[src/rtl/fpu_mul_arb_pkg.sv]
// Shared types and constants for the fpu_mul round-robin arbiter/sequencer.
package fpu_mul_arb_pkg;

   localparam int LAT_W = 16;
   localparam logic [LAT_W-1:0] LAT_ONE = {{(LAT_W-1){1'b0}}, 1'b1};

   typedef enum logic [2:0] {
      IDLE   = 3'd0,
      SEND_A = 3'd1,
      SEND_B = 3'd2,
      WAIT_Z = 3'd3,
      RESP   = 3'd4
   } arb_state_e;

   // Latency counter increment that sticks at all-ones instead of wrapping.
   function automatic logic [LAT_W-1:0] lat_sat_inc(input logic [LAT_W-1:0] v);
      logic [LAT_W-1:0] r;
      if (v == {LAT_W{1'b1}}) begin
         r = v;
      end else begin
         r = v + LAT_ONE;
      end
      return r;
   endfunction

endpackage

[src/rtl/fpu_mul_arb_rr_pick.sv]
// Combinational round-robin picker: first valid requester at or after ptr, wrapping to 0.
module rr_pick #(
   parameter int N_REQ = 4,
   parameter int ID_W  = $clog2(N_REQ)
) (
   input  logic [N_REQ-1:0] valid,
   input  logic [ID_W-1:0]  ptr,
   output logic [N_REQ-1:0] grant_onehot,
   output logic [ID_W-1:0]  grant_idx
);

   logic             found_s;
   logic [ID_W-1:0]  idx_s;

   function automatic logic [ID_W-1:0] wrap_idx(input logic [ID_W-1:0] p, input int k);
      int s;
      s = int'(p) + k;
      if (s >= N_REQ) begin
         s = s - N_REQ;
      end else begin
         s = s;
      end
      return ID_W'(s);
   endfunction

   // Scan offsets 0..N_REQ-1 from ptr and keep the first valid hit.
   always_comb begin
      found_s      = 1'b0;
      idx_s        = '0;
      grant_idx    = '0;
      grant_onehot = '0;
      for (int k = 0; k < N_REQ; k++) begin
         idx_s = wrap_idx(ptr, k);
         if (!found_s && valid[idx_s]) begin
            found_s   = 1'b1;
            grant_idx = idx_s;
         end else begin
            found_s   = found_s;
         end
      end
      for (int i = 0; i < N_REQ; i++) begin
         grant_onehot[i] = found_s && (grant_idx == ID_W'(i));
      end
   end

endmodule

[src/rtl/fpu_mul_arb.sv]
// Shares one fpu_mul among N_REQ requesters: round-robin grant, a/b/z handshake sequencing,
// tagged response with backpressure, and a saturating per-op latency report.
module fpu_mul_arb
   import fpu_mul_arb_pkg::*;
#(
   parameter int WIDTH = 32,
   parameter int N_REQ = 4,
   parameter int ID_W  = $clog2(N_REQ)
) (
   input  logic                   clk,
   input  logic                   rst,
   input  logic [N_REQ-1:0]       req_valid,
   input  logic [N_REQ*WIDTH-1:0] req_a,
   input  logic [N_REQ*WIDTH-1:0] req_b,
   output logic [N_REQ-1:0]       req_ready,
   output logic                   rsp_valid,
   output logic [ID_W-1:0]        rsp_id,
   output logic [WIDTH-1:0]       rsp_z,
   input  logic                   rsp_ready,
   output logic [WIDTH-1:0]       mul_a,
   output logic [WIDTH-1:0]       mul_b,
   output logic                   mul_a_stb,
   output logic                   mul_b_stb,
   input  logic                   mul_a_ack,
   input  logic                   mul_b_ack,
   input  logic [WIDTH-1:0]       mul_z,
   input  logic                   mul_z_stb,
   output logic                   mul_z_ack,
   output logic [LAT_W-1:0]       last_lat
);

   arb_state_e        state_r;
   logic [ID_W-1:0]   ptr_r;
   logic [ID_W-1:0]   id_r;
   logic [WIDTH-1:0]  a_r;
   logic [WIDTH-1:0]  b_r;
   logic [WIDTH-1:0]  z_r;
   logic [LAT_W-1:0]  lat_cnt_r;
   logic [LAT_W-1:0]  last_lat_r;
   logic              a_stb_r;
   logic              b_stb_r;
   logic              z_ack_r;
   logic              rsp_valid_r;
   logic [N_REQ-1:0]  grant_onehot_s;
   logic [ID_W-1:0]   grant_idx_s;

   rr_pick #(
      .N_REQ (N_REQ),
      .ID_W  (ID_W)
   ) u_pick (
      .valid        (req_valid),
      .ptr          (ptr_r),
      .grant_onehot (grant_onehot_s),
      .grant_idx    (grant_idx_s)
   );

   // The accept pulse is the only combinational output; it is offered only while idle.
   always_comb begin
      if ((state_r == IDLE) && !rst) begin
         req_ready = grant_onehot_s;
      end else begin
         req_ready = '0;
      end
   end

   // Sequencer FSM; strobes/acks are registered alongside the state they belong to.
   always_ff @(posedge clk) begin
      if (rst) begin
         state_r     <= IDLE;
         ptr_r       <= '0;
         id_r        <= '0;
         a_r         <= '0;
         b_r         <= '0;
         z_r         <= '0;
         lat_cnt_r   <= '0;
         last_lat_r  <= '0;
         a_stb_r     <= 1'b0;
         b_stb_r     <= 1'b0;
         z_ack_r     <= 1'b0;
         rsp_valid_r <= 1'b0;
      end else begin
         case (state_r)
            IDLE: begin
               if (|req_valid) begin
                  a_r       <= req_a[int'(grant_idx_s)*WIDTH +: WIDTH];
                  b_r       <= req_b[int'(grant_idx_s)*WIDTH +: WIDTH];
                  id_r      <= grant_idx_s;
                  lat_cnt_r <= LAT_ONE;
                  a_stb_r   <= 1'b1;
                  state_r   <= SEND_A;
               end
            end
            SEND_A: begin
               lat_cnt_r <= lat_sat_inc(lat_cnt_r);
               if (a_stb_r && mul_a_ack) begin
                  a_stb_r <= 1'b0;
                  b_stb_r <= 1'b1;
                  state_r <= SEND_B;
               end
            end
            SEND_B: begin
               lat_cnt_r <= lat_sat_inc(lat_cnt_r);
               if (mul_b_ack) begin
                  b_stb_r <= 1'b0;
                  z_ack_r <= 1'b1;
                  state_r <= WAIT_Z;
               end
            end
            WAIT_Z: begin
               // The capture cycle itself is already included in lat_cnt_r.
               if (mul_z_stb) begin
                  z_r         <= mul_z;
                  last_lat_r  <= lat_cnt_r;
                  z_ack_r     <= 1'b0;
                  rsp_valid_r <= 1'b1;
                  state_r     <= RESP;
               end else begin
                  lat_cnt_r <= lat_sat_inc(lat_cnt_r);
               end
            end
            RESP: begin
               if (rsp_ready) begin
                  rsp_valid_r <= 1'b0;
                  ptr_r       <= (id_r == ID_W'(N_REQ-1)) ? '0 : id_r + {{(ID_W-1){1'b0}}, 1'b1};
                  state_r     <= IDLE;
               end
            end
            default: begin
               a_stb_r     <= 1'b0;
               b_stb_r     <= 1'b0;
               z_ack_r     <= 1'b0;
               rsp_valid_r <= 1'b0;
               state_r     <= IDLE;
            end
         endcase
      end
   end

   assign mul_a     = a_r;
   assign mul_b     = b_r;
   assign mul_a_stb = a_stb_r;
   assign mul_b_stb = b_stb_r;
   assign mul_z_ack = z_ack_r;
   assign rsp_valid = rsp_valid_r;
   assign rsp_id    = id_r;
   assign rsp_z     = z_r;
   assign last_lat  = last_lat_r;

endmodule

[config.mk]
export PLATFORM = sky130hd
export DESIGN_NAME = fpu_mul_arb
export DESIGN_NICKNAME = d
export VERILOG_FILES = /design/src/rtl/fpu_mul_arb_pkg.sv /design/src/rtl/fpu_mul_arb_rr_pick.sv /design/src/rtl/fpu_mul_arb.sv
export SDC_FILE = /design/constraint.sdc
export NUM_CORES = 1
export LEC_CHECK = 0
export BUFFER_PORTS_ARGS = -buffer_cell sky130_fd_sc_hd__clkbuf_2
export CAP_MARGIN = 20
export CORE_AREA = 2 2 163 165
export DETAILED_ROUTE_END_ITERATION = 10
export DIE_AREA = 0 0 165 167
export GPL_TIMING_DRIVEN = 0
export HOLD_SLACK_MARGIN = 0.02
export PLACE_DENSITY_LB_ADDON = 0.05
export SLEW_MARGIN = 20
export SYNTH_ARGS = -nofsm -noshare
export SYNTH_HDL_FRONTEND = slang
export SYNTH_SLANG_ARGS = --single-unit
[constraint.sdc]
create_clock -name clk -period 6 [get_ports clk]
set_input_delay 0.3 -clock clk [delete_from_list [all_inputs] [get_ports clk]]
set_output_delay 0.3 -clock clk [all_outputs]
set_load 0.005 [all_outputs]
## Word level (Yosys, flattened, before mapping)

Index checks and enable logic that the tools add are counted.

- Register bits after elaboration: 139
- Bits of input ports: 298
- Output and inout bits: 122

- $add $sub $neg: 9
- Magnitude comparators: 8
- Eq/ne operators: 15
- Shift-type cells: 2
- Mux-type cells: 44
- Bitwise gates (word level): 4
- Reductions and logical operators: 31

Operators with widths:

| operator | number |
|---|---|
| $shiftx 128x8->32 | 2 |
| $mux 16 | 3 |
| $pmux 16 s3 | 1 |
| $mux 2 | 9 |
| $add 16x1->16 const B | 1 |
| $eq 16x16->1 const B | 1 |
| $mux 1 | 16 |
| $mux 3 | 5 |
| $pmux 3 s5 | 1 |
| $reduce_and 3->1 | 5 |
| $lt 2x3->1 const B | 4 |
| $pmux 1 s3 | 4 |
| $reduce_or 3->1 | 4 |
| $ne 2x2->1 const B | 5 |
| $ge 3x3->1 const B | 3 |
| $logic_and 1x1->1 | 9 |
| $bmux 1 s2 | 4 |
| $sub 2x1->2 const B | 4 |
| $add 2x2->3 const B | 2 |
| $eq 2x2->1 const B | 3 |
| $eq 3x2->1 const B | 2 |
| $reduce_and 2->1 | 3 |
| $reduce_and 5->1 | 1 |
| $logic_not 1->1 | 4 |
| other kinds (14) | 17 |

## Depth between registers and ports, before layout

Gate-level depths: netlist of run 1.

- Word-level depth: 17
- Mapped depth: 9

## Cells and area by module

Synthesis of run 1 repeated with hierarchy kept, for this count alone.

- Cell total of the unflattened synthesis: 783
- Area, all modules: 7025.5 um^2

By module, submodules not included:

| module | times used | cells each | area each (um^2) |
|---|---|---|---|
| fpu_mul_arb | 1 | 752 | 6827.8 |
| rr_pick | 1 | 31 | 197.7 |

## Worst setup path after synthesis of run 1

OpenSTA, ideal clock, no wires.

- Path kind: register to output
- Start point: reg ptr_r[1]
- End point: out req_ready[1]
- Arrival: 1717 ps
- Data required time: 5700 ps
- Setup slack: 3983 ps
- Cell stages (with the launch flop): 9
- Buffers on the path: 4
- Cells stage by stage: dfxtp_1 > buf_4 > mux2i_2 > nor2_4 > or3_1 > buf_2 > buf_6 > buf_2 > nor3_1

- Longest elaborated chain between the ends: 17

RTL lines:

| element | RTL line | source |
|---|---|---|
| start, declared | fpu_mul_arb.sv:33 | `logic [ID_W-1:0] ptr_r;` |
| start signal, assigned | fpu_mul_arb.sv:124 | `ptr_r <= (id_r == ID_W'(N_REQ-1)) ? '0 : id_r + {{(ID_W-1){1'b0}}, 1'b1};` |
| branches (longest 15 deep; another with $add 2x1->3) | - |  |
| $logic_and 1x1->1 * | fpu_mul_arb_rr_pick.sv:42 | `grant_onehot[i] = found_s && (grant_idx == ID_W'(i));` |
| $mux 4 * | fpu_mul_arb.sv:59 | `if ((state_r == IDLE) && !rst) begin` |
| end, declared | fpu_mul_arb.sv:15 | `output logic [N_REQ-1:0] req_ready,` |

Every way passes the cells marked *. The select of a mux whose other input is x is not followed.

## Worst setup path after layout of run 1

- Start point: reg ptr_r[1]
- End point: out req_ready[2]

- Longest elaborated chain between the ends: 17

RTL lines:

| element | RTL line |
|---|---|
| branches (longest 15 deep; another with $add 2x1->3) | - |
| $logic_and 1x1->1 * | fpu_mul_arb_rr_pick.sv:42 |
| $mux 4 * | fpu_mul_arb.sv:59 |

Marked as above.

==> results of run 1 <==
## Yosys cell counts (7+ instances only)
master    count
nor2_1       28
mux2i_1      24
nor4b_1      43
a211oi_1     68
dfxtp_1     139
a311oi_1     43
o21ai_0      66
clkbuf_1     58
xnor2_1       7
nor3_1        8
nor2b_1      23
a221oi_1     20
inv_1         8
a21oi_1      67
nand2_1     199
nand3_1       8
buf_2        19
## cells in the final DEF (no fill, tap or decap), drive strengths merged, types with 3 or more instances in the layout
cell type | netlist | final
nor3 | 9 | 9
nand2 | 199 | 199
clkinvlp | 0 | 5
nor4b | 43 | 43
a31oi | 4 | 4
a2111oi | 3 | 3
nand3 | 8 | 8
nand2b | 3 | 3
mux2i | 25 | 25
buf | 31 | 31
clkbuf | 58 | 495
a311oi | 43 | 43
a221oi | 21 | 21
inv | 8 | 16
a21oi | 68 | 68
dfxtp | 139 | 139
nor2b | 23 | 23
xnor2 | 7 | 7
o21ai | 66 | 66
a211oi | 70 | 70
nor2 | 29 | 29
and3 | 5 | 5
## metrics by stage
step	hold slack [ns]	cell area (µm²)
finish	0.0953	10300
global route	0.0915	10300
CTS	0.0737	10300
detailed placement	0.445	9730
global placement	0.442	9730
floorplan	0.436	7210
## worst max path at each step
stage / to / depth (start not counted)
floorplan: req_ready[1] / 8
global route: req_ready[2] / 7
CTS: req_ready[2] / 8
global placement: mul_a[24]$_SDFFE_PP0P_ / 6
finish: req_ready[2] / 7
detailed placement: mul_a[30]$_SDFFE_PP0P_ / 6
## metal layers
layer | routed length [µm] | track usage | up-vias
li1 | - | - | 4162
met1 | 14000 | 0.291 | 3879
met2 | 16300 | 0.397 | 292
met3 | 2250 | 0.0638 | 30
met4 | 559 | 0.0597 | 0
met5 | 0 | 0 | -
## critical path: cells and delay by family (launching register included)
| kind | cells | cell delay, ns |
|---|---|---|
| simple gates | 3 | 0.72 |
| flops | 1 | 0.31 |
| buf+inv | 3 | 0.86 |
| mux | 1 | 0.26 |
## cell families (layout without fill, tap and decap cells)
family                     Yosys count  count (layout)  synth area share
muxes                               25              25            0.0352
xor gates and xnor gates             7               7           0.00850
buffers and inverters               97             548            0.0600
DFF                                139             139             0.386
adders and majority gates            2               2           0.00347
and+or+nand+nor                    334             334             0.231
other                                0               2                 0
AOI/OAI and AO/OA                  288             288             0.276
## state kept, by name, indices dropped and copies added (netlist names)
name / flops
last_lat: 16
lat_cnt_r: 16
mul_a: 32
mul_a_stb: 1
mul_b: 32
mul_b_stb: 1
mul_z_ack: 1
ptr_r: 2
rsp_id: 2
rsp_valid: 1
rsp_z: 32
state_r: 3
## report_power, final
| group | total [mW] | internal (mW) | switching [mW] |
|---|---|---|---|
| clock | 1.02 | 0.545 | 0.478 |
| combinational | 0.457 | 0.200 | 0.256 |
| sequential | 1.02 | 0.981 | 0.0339 |
| total | 2.49 | 1.73 | 0.768 |
## cell type report
type | count | area, µm² | share of cell area
sequential | 139 | 2780 | 0.271
buffer | 89 | 403 | 0.0392
clock inverter | 14 | 124 | 0.0120
clock buffer | 18 | 429 | 0.0417
multi-input combinational | 656 | 3990 | 0.388
antenna | 2 | 5.00 | 0.000487
timing repair buffer | 419 | 2100 | 0.204
tap | 335 | 419 | 0.0408
inverter | 8 | 30.0 | 0.00292
==> impl_metrics.yaml, run 1 <==
die:
  design.die.area_um2: 27600
  ios: 420
  std_cell_rows: 59
  die_w_um: 165
  die_h_um: 167
  start_util: 0.280
  core_area_um2: 25800
place:
  place_inst: 1646
  gp_congestion: 0.850
  hpwl_um: 26000
  pre_cts_ws_ns: 3.44
  port-buffer-count: 419
global_routing:
  grtUsageTotal: 0.234
  grt_pass1_vias: 8257
  antenna_found_initial: 2
  grt_max_degree: 17
  grt_pass1_wl_um: 49200
  grt-ovfl-total: 0
critical_path:
  reg2regPathDepth: 6
  critPathArrivalTime_ns: 2.57
  crit_start: "ptr_r[1]$_SDFFE_PP0P_"
  crit_chain: "buf_4, mux2i_2, nor2_4, nor3_4, clkbuf_1, nor3_1, clkbuf_2"
  worstSetupEndpointType: "output pin"
  rr_endpoint: "mul_a[30]$_SDFFE_PP0P_"
  critical_path_required_ns: 5.70
  critPathKind: "reg2out"
  cp-start-kind: "register"
  reg2reg_slack_ns: 3.45
  slowest_delay_ns: 0.56
  r2r-start: "state_r[0]$_SDFFE_PP0P_"
  cp_slowest_cell: "clkbuf_1"
  critPathMaxFanout: 10
route:
  final_antenna_net_count: 0
  vias: 8363
  drt_first_pass_iters: 5
  wl_per_cell_um: 19.7
  drc: 0
  drt-total-wl_um: 33100
  vias_per_cell: 4.98
  drt_iter0_markers: 458
clock_network:
  clk_pin_slew_ns: 0.07
  postCtsSetupRepairBufs: 0
  h-tree-depth: 4
  cts_sinks: 139
  cts_root_buffer: "clkbuf_16"
  cts_tree: "yes"
  worstSkewPairLatency_ns: 0.42
  ctsHoldBuffers: 0
  cts.repair.resized: 0
  numCtsBuffers: 17
  cts_buffer_depth: 2
logic_synthesis:
  yosys_most_used_dff: "dfxtp_1"
  yosys.cell_types.count: 57
  avgSynthCellArea_um2: 8.08
  yosys_register_bits: 139
  yosysSeqAreaShare: 0.386
  synth_top_area_cell: "dfxtp_1"
  syn-num-nets: 1192
  yosysTopAreaCellShare: 0.386
  ys_warn_count: 0
  synth.cell_area_um2: 7210
  synthCells: 892
  synth_area_leaders: "dfxtp_1 (39%), nand2_1 (10%), a211oi_1 (7.1%)"
  async_flop_share: 0
  synth-edff-count: 0
final_layout:
  final_cells: 1680
  nFillCells: 2820
  final_nets: 1630
  final_core_util: 0.399
  syn2layout_area_growth_pct: 42.6
  final_layout_size_suffix_gt1_frac: 0.370
worst_hold_path:
  worstHoldPathCells: 3
  min_from: "mul_z[24]"
  hold_end: "rsp_z[24]$_SDFFE_PP0N_"
  hold_path.class: "in2reg"
timing:
  min_period_over_period: 0.479
  layout_setup_ws_ns: 3.13
  min_period_ns: 2.87
  worstMarginPinSlew_ns: 0.682
  slew_violations: 0
  rsz0062_at_grt: "no"
  setup-violations-final: 0
  clock.fmax_mhz: 348
  setup_tns_ns: 0
  maxSlewHeadroom: 0.545
  skew_ns: 0.0128
  hold_viol: 0
power_and_ir_drop:
  p_total_mw: 2.49
  ir_drop_mv: 0.155
  p_per_area_nw_per_um2: 243
  p_leak_nw: 4.47
job:
  cap_violations: 0
status:
  status: "finished clean"
No activity file was read; power rests on OpenSTA's default activity.
==> run 2, diff against run 1 <==
--- a/config.mk
+++ b/config.mk
@@ -7,9 +7,9 @@
 export LEC_CHECK = 0
 export BUFFER_PORTS_ARGS = -buffer_cell sky130_fd_sc_hd__clkbuf_2
 export CAP_MARGIN = 20
-export CORE_AREA = 2 2 163 165
+export CORE_AREA = 2 2 161 163
 export DETAILED_ROUTE_END_ITERATION = 10
-export DIE_AREA = 0 0 165 167
+export DIE_AREA = 0 0 163 165
 export GPL_TIMING_DRIVEN = 0
 export HOLD_SLACK_MARGIN = 0.02
 export PLACE_DENSITY_LB_ADDON = 0.05
==> constraint.sdc (replaced) <==
create_clock -name clk -period 2.95 [get_ports clk]
set_input_delay 0.1475 -clock clk [delete_from_list [all_inputs] [get_ports clk]]
set_output_delay 0.1475 -clock clk [all_outputs]
set_load 0.005 [all_outputs]
==> run 2 against run 1 <==
Non-clock buffer count grew 114. Cell count increased by 6.7%. Setup slack got worse by 3.0 ns. First-iteration DRC count rose by 0.66%. Critical endpoint is now mul_a[16]$_SDFFE_PP0P_. Combinational power is 140% higher. Cell area rose by 11%. Hold slack worse by 0.038 ns. Sequential power is 100% higher. Sequential cell count unchanged. Core utilization up 5.9 points.
==> impl_metrics.yaml, run 2 (same netlist as run 1, synthesis figures left out) <==
power_and_ir_drop:
  p_per_area_nw_per_um2: 465
  p_total_mw: 5.32
  ir_drop_mv: 0.266
  p_leak_nw: 5.02
place:
  gp_congestion: 0.896
  post_dp_cell_area_um2: 9720
  pre_cts_ws_ns: 0.344
  hpwl_um: 25800
  port-buffer-count: 419
  place_inst: 1641
final_layout:
  final_cells: 1792
  design_area_um2: 11500
  layout_commonest_cell: "clkbuf_2"
  final_core_util: 0.458
  syn2layout_area_growth_pct: 59.0
  final_cell_mix: "clkbuf_2 (422), nand2_1 (199), dfxtp_1 (139)"
  final_layout_size_suffix_gt1_frac: 0.343
  final_nets: 1744
route:
  routed.top_layer: "met5"
  wl_per_cell_um: 18.8
  drc: 0
  final_antenna_net_count: 0
  vias: 8825
  wl_met2_um: 16500
  drt_first_pass_iters: 4
  vias_per_cell: 4.92
  drt_iter0_markers: 461
  wl_met1_um: 14200
  met3WireLength_um: 1870
  drt-total-wl_um: 33600
status:
  status: "finished clean"
critical_path:
  crit_chain: "buf_4, mux2i_2, nor2_4, or3_1, buf_2, buf_6, buf_2, a211oi_1, a311oi_1, dlygate4sd3_1"
  critPathMaxFanout: 10
  crit_family: "buffers and inverters"
  r2r-start: "ptr_r[1]$_SDFFE_PP0P_"
  cp-start-kind: "register"
  cp_common_cell: "buf_2"
  reg2regPathDepth: 10
  critPathBufInv: 5
  critPathKind: "reg2reg"
  critPathArrivalTime_ns: 3.09
  rr_endpoint: "mul_a[16]$_SDFFE_PP0P_"
  cp_slowest_cell: "dlygate4sd3_1"
  reg2reg_slack_ns: 0.17
  worstSetupEndpointType: "register"
  critical_path_required_ns: 3.26
  slowest_delay_ns: 0.56
timing:
  worstMarginPinSlew_ns: 0.648
  rsz0062_at_grt: "no"
  setup_tns_ns: 0
  setup-violations-final: 0
  hold_ws_ns: 0.0571
  slew_violations: 0
  skew_ns: 0.0172
  hold_viol: 0
  min_period_ns: 2.78
  min_period_over_period: 0.942
  maxSlewHeadroom: 0.568
  clock.fmax_mhz: 360
  layout_setup_ws_ns: 0.172
clock_network:
  h-tree-depth: 4
  postCtsSetupRepairBufs: 0
  cts_buffer_depth: 2
  worstSkewPairLatency_ns: 0.42
  cts_tree: "yes"
  numCtsBuffers: 17
  cts_root_buffer: "clkbuf_16"
  cts_sinks: 139
  clk_pin_slew_ns: 0.07
worst_hold_path:
  worstHoldPathCells: 3
  hold_path.class: "in2reg"
  min_from: "req_a[42]"
  hold_end: "mul_a[10]$_SDFFE_PP0P_"
global_routing:
  grt-ovfl-total: 0
  grtUsageTotal: 0.242
  antenna_found_initial: 6
  grt_pass1_vias: 8753
  grt_pass1_wl_um: 49900
  grt_max_degree: 17
die:
  start_util: 0.288
  die_w_um: 163
  die_h_um: 165
  std_cell_rows: 58
  core_area_um2: 25000
  ios: 420
  design.die.area_um2: 26900
job:
  cap_violations: 0
## run 2: layer usage
| metal | up-vias | GRT usage |
|---|---|---|
| met5 | - | 0 |
| met4 | 2 | 0.0969 |
| met3 | 61 | 0.0467 |
| met2 | 318 | 0.411 |
| met1 | 4046 | 0.302 |
| li1 | 4398 | - |
## run 2: worst max-delay path by stage
stage | startpoint | end | slack (ns) | cells after the start
after floorplan | ptr_r[1]$_SDFFE_PP0P_ | mul_a[0]$_SDFFE_PP0P_ | 1.02 | 9
after global placement | state_r[0]$_SDFFE_PP0P_ | mul_a[27]$_SDFFE_PP0P_ | 0.46 | 6
after detailed placement | state_r[0]$_SDFFE_PP0P_ | mul_a[27]$_SDFFE_PP0P_ | 0.34 | 6
after CTS | state_r[0]$_SDFFE_PP0P_ | mul_b[24]$_SDFFE_PP0P_ | 0.03 | 7
after global routing | ptr_r[1]$_SDFFE_PP0P_ | mul_a[22]$_SDFFE_PP0P_ | 0.008 | 10
final | ptr_r[1]$_SDFFE_PP0P_ | mul_a[16]$_SDFFE_PP0P_ | 0.17 | 10
## run 2: timing repair
item	CTS	global route
hold buffers	115	0
gates resized for setup	0	6
setup endpoints to repair	0	21
hold endpoints to repair	74	0
## run 2: worst register-to-register path, stage by stage (launching register included)
cell and delay (ns):
dfxtp_1 0.31, buf_4 0.15, mux2i_2 0.26, nor2_4 0.13
or3_1 0.36, buf_2 0.15, buf_6 0.15, buf_2 0.21
a211oi_1 0.34, a311oi_1 0.07, dlygate4sd3_1 0.56
## run 2: cell type report
type,instances,area (µm²)
inverters,8,30.0
repair buffers,534,3250
well taps,330,413
multi-input cells,656,3990
plain buffers,88,403
clock inverters,14,148
clock buffers,18,429
fillers,2673,13600
diodes,5,12.5
flip-flops and latches,139,2780
## run 2: power breakdown
group          internal [mW]  switching [mW]
logic                  0.538           0.558
clock network           1.20           0.969
registers               2.00          0.0687
total                   3.73            1.60
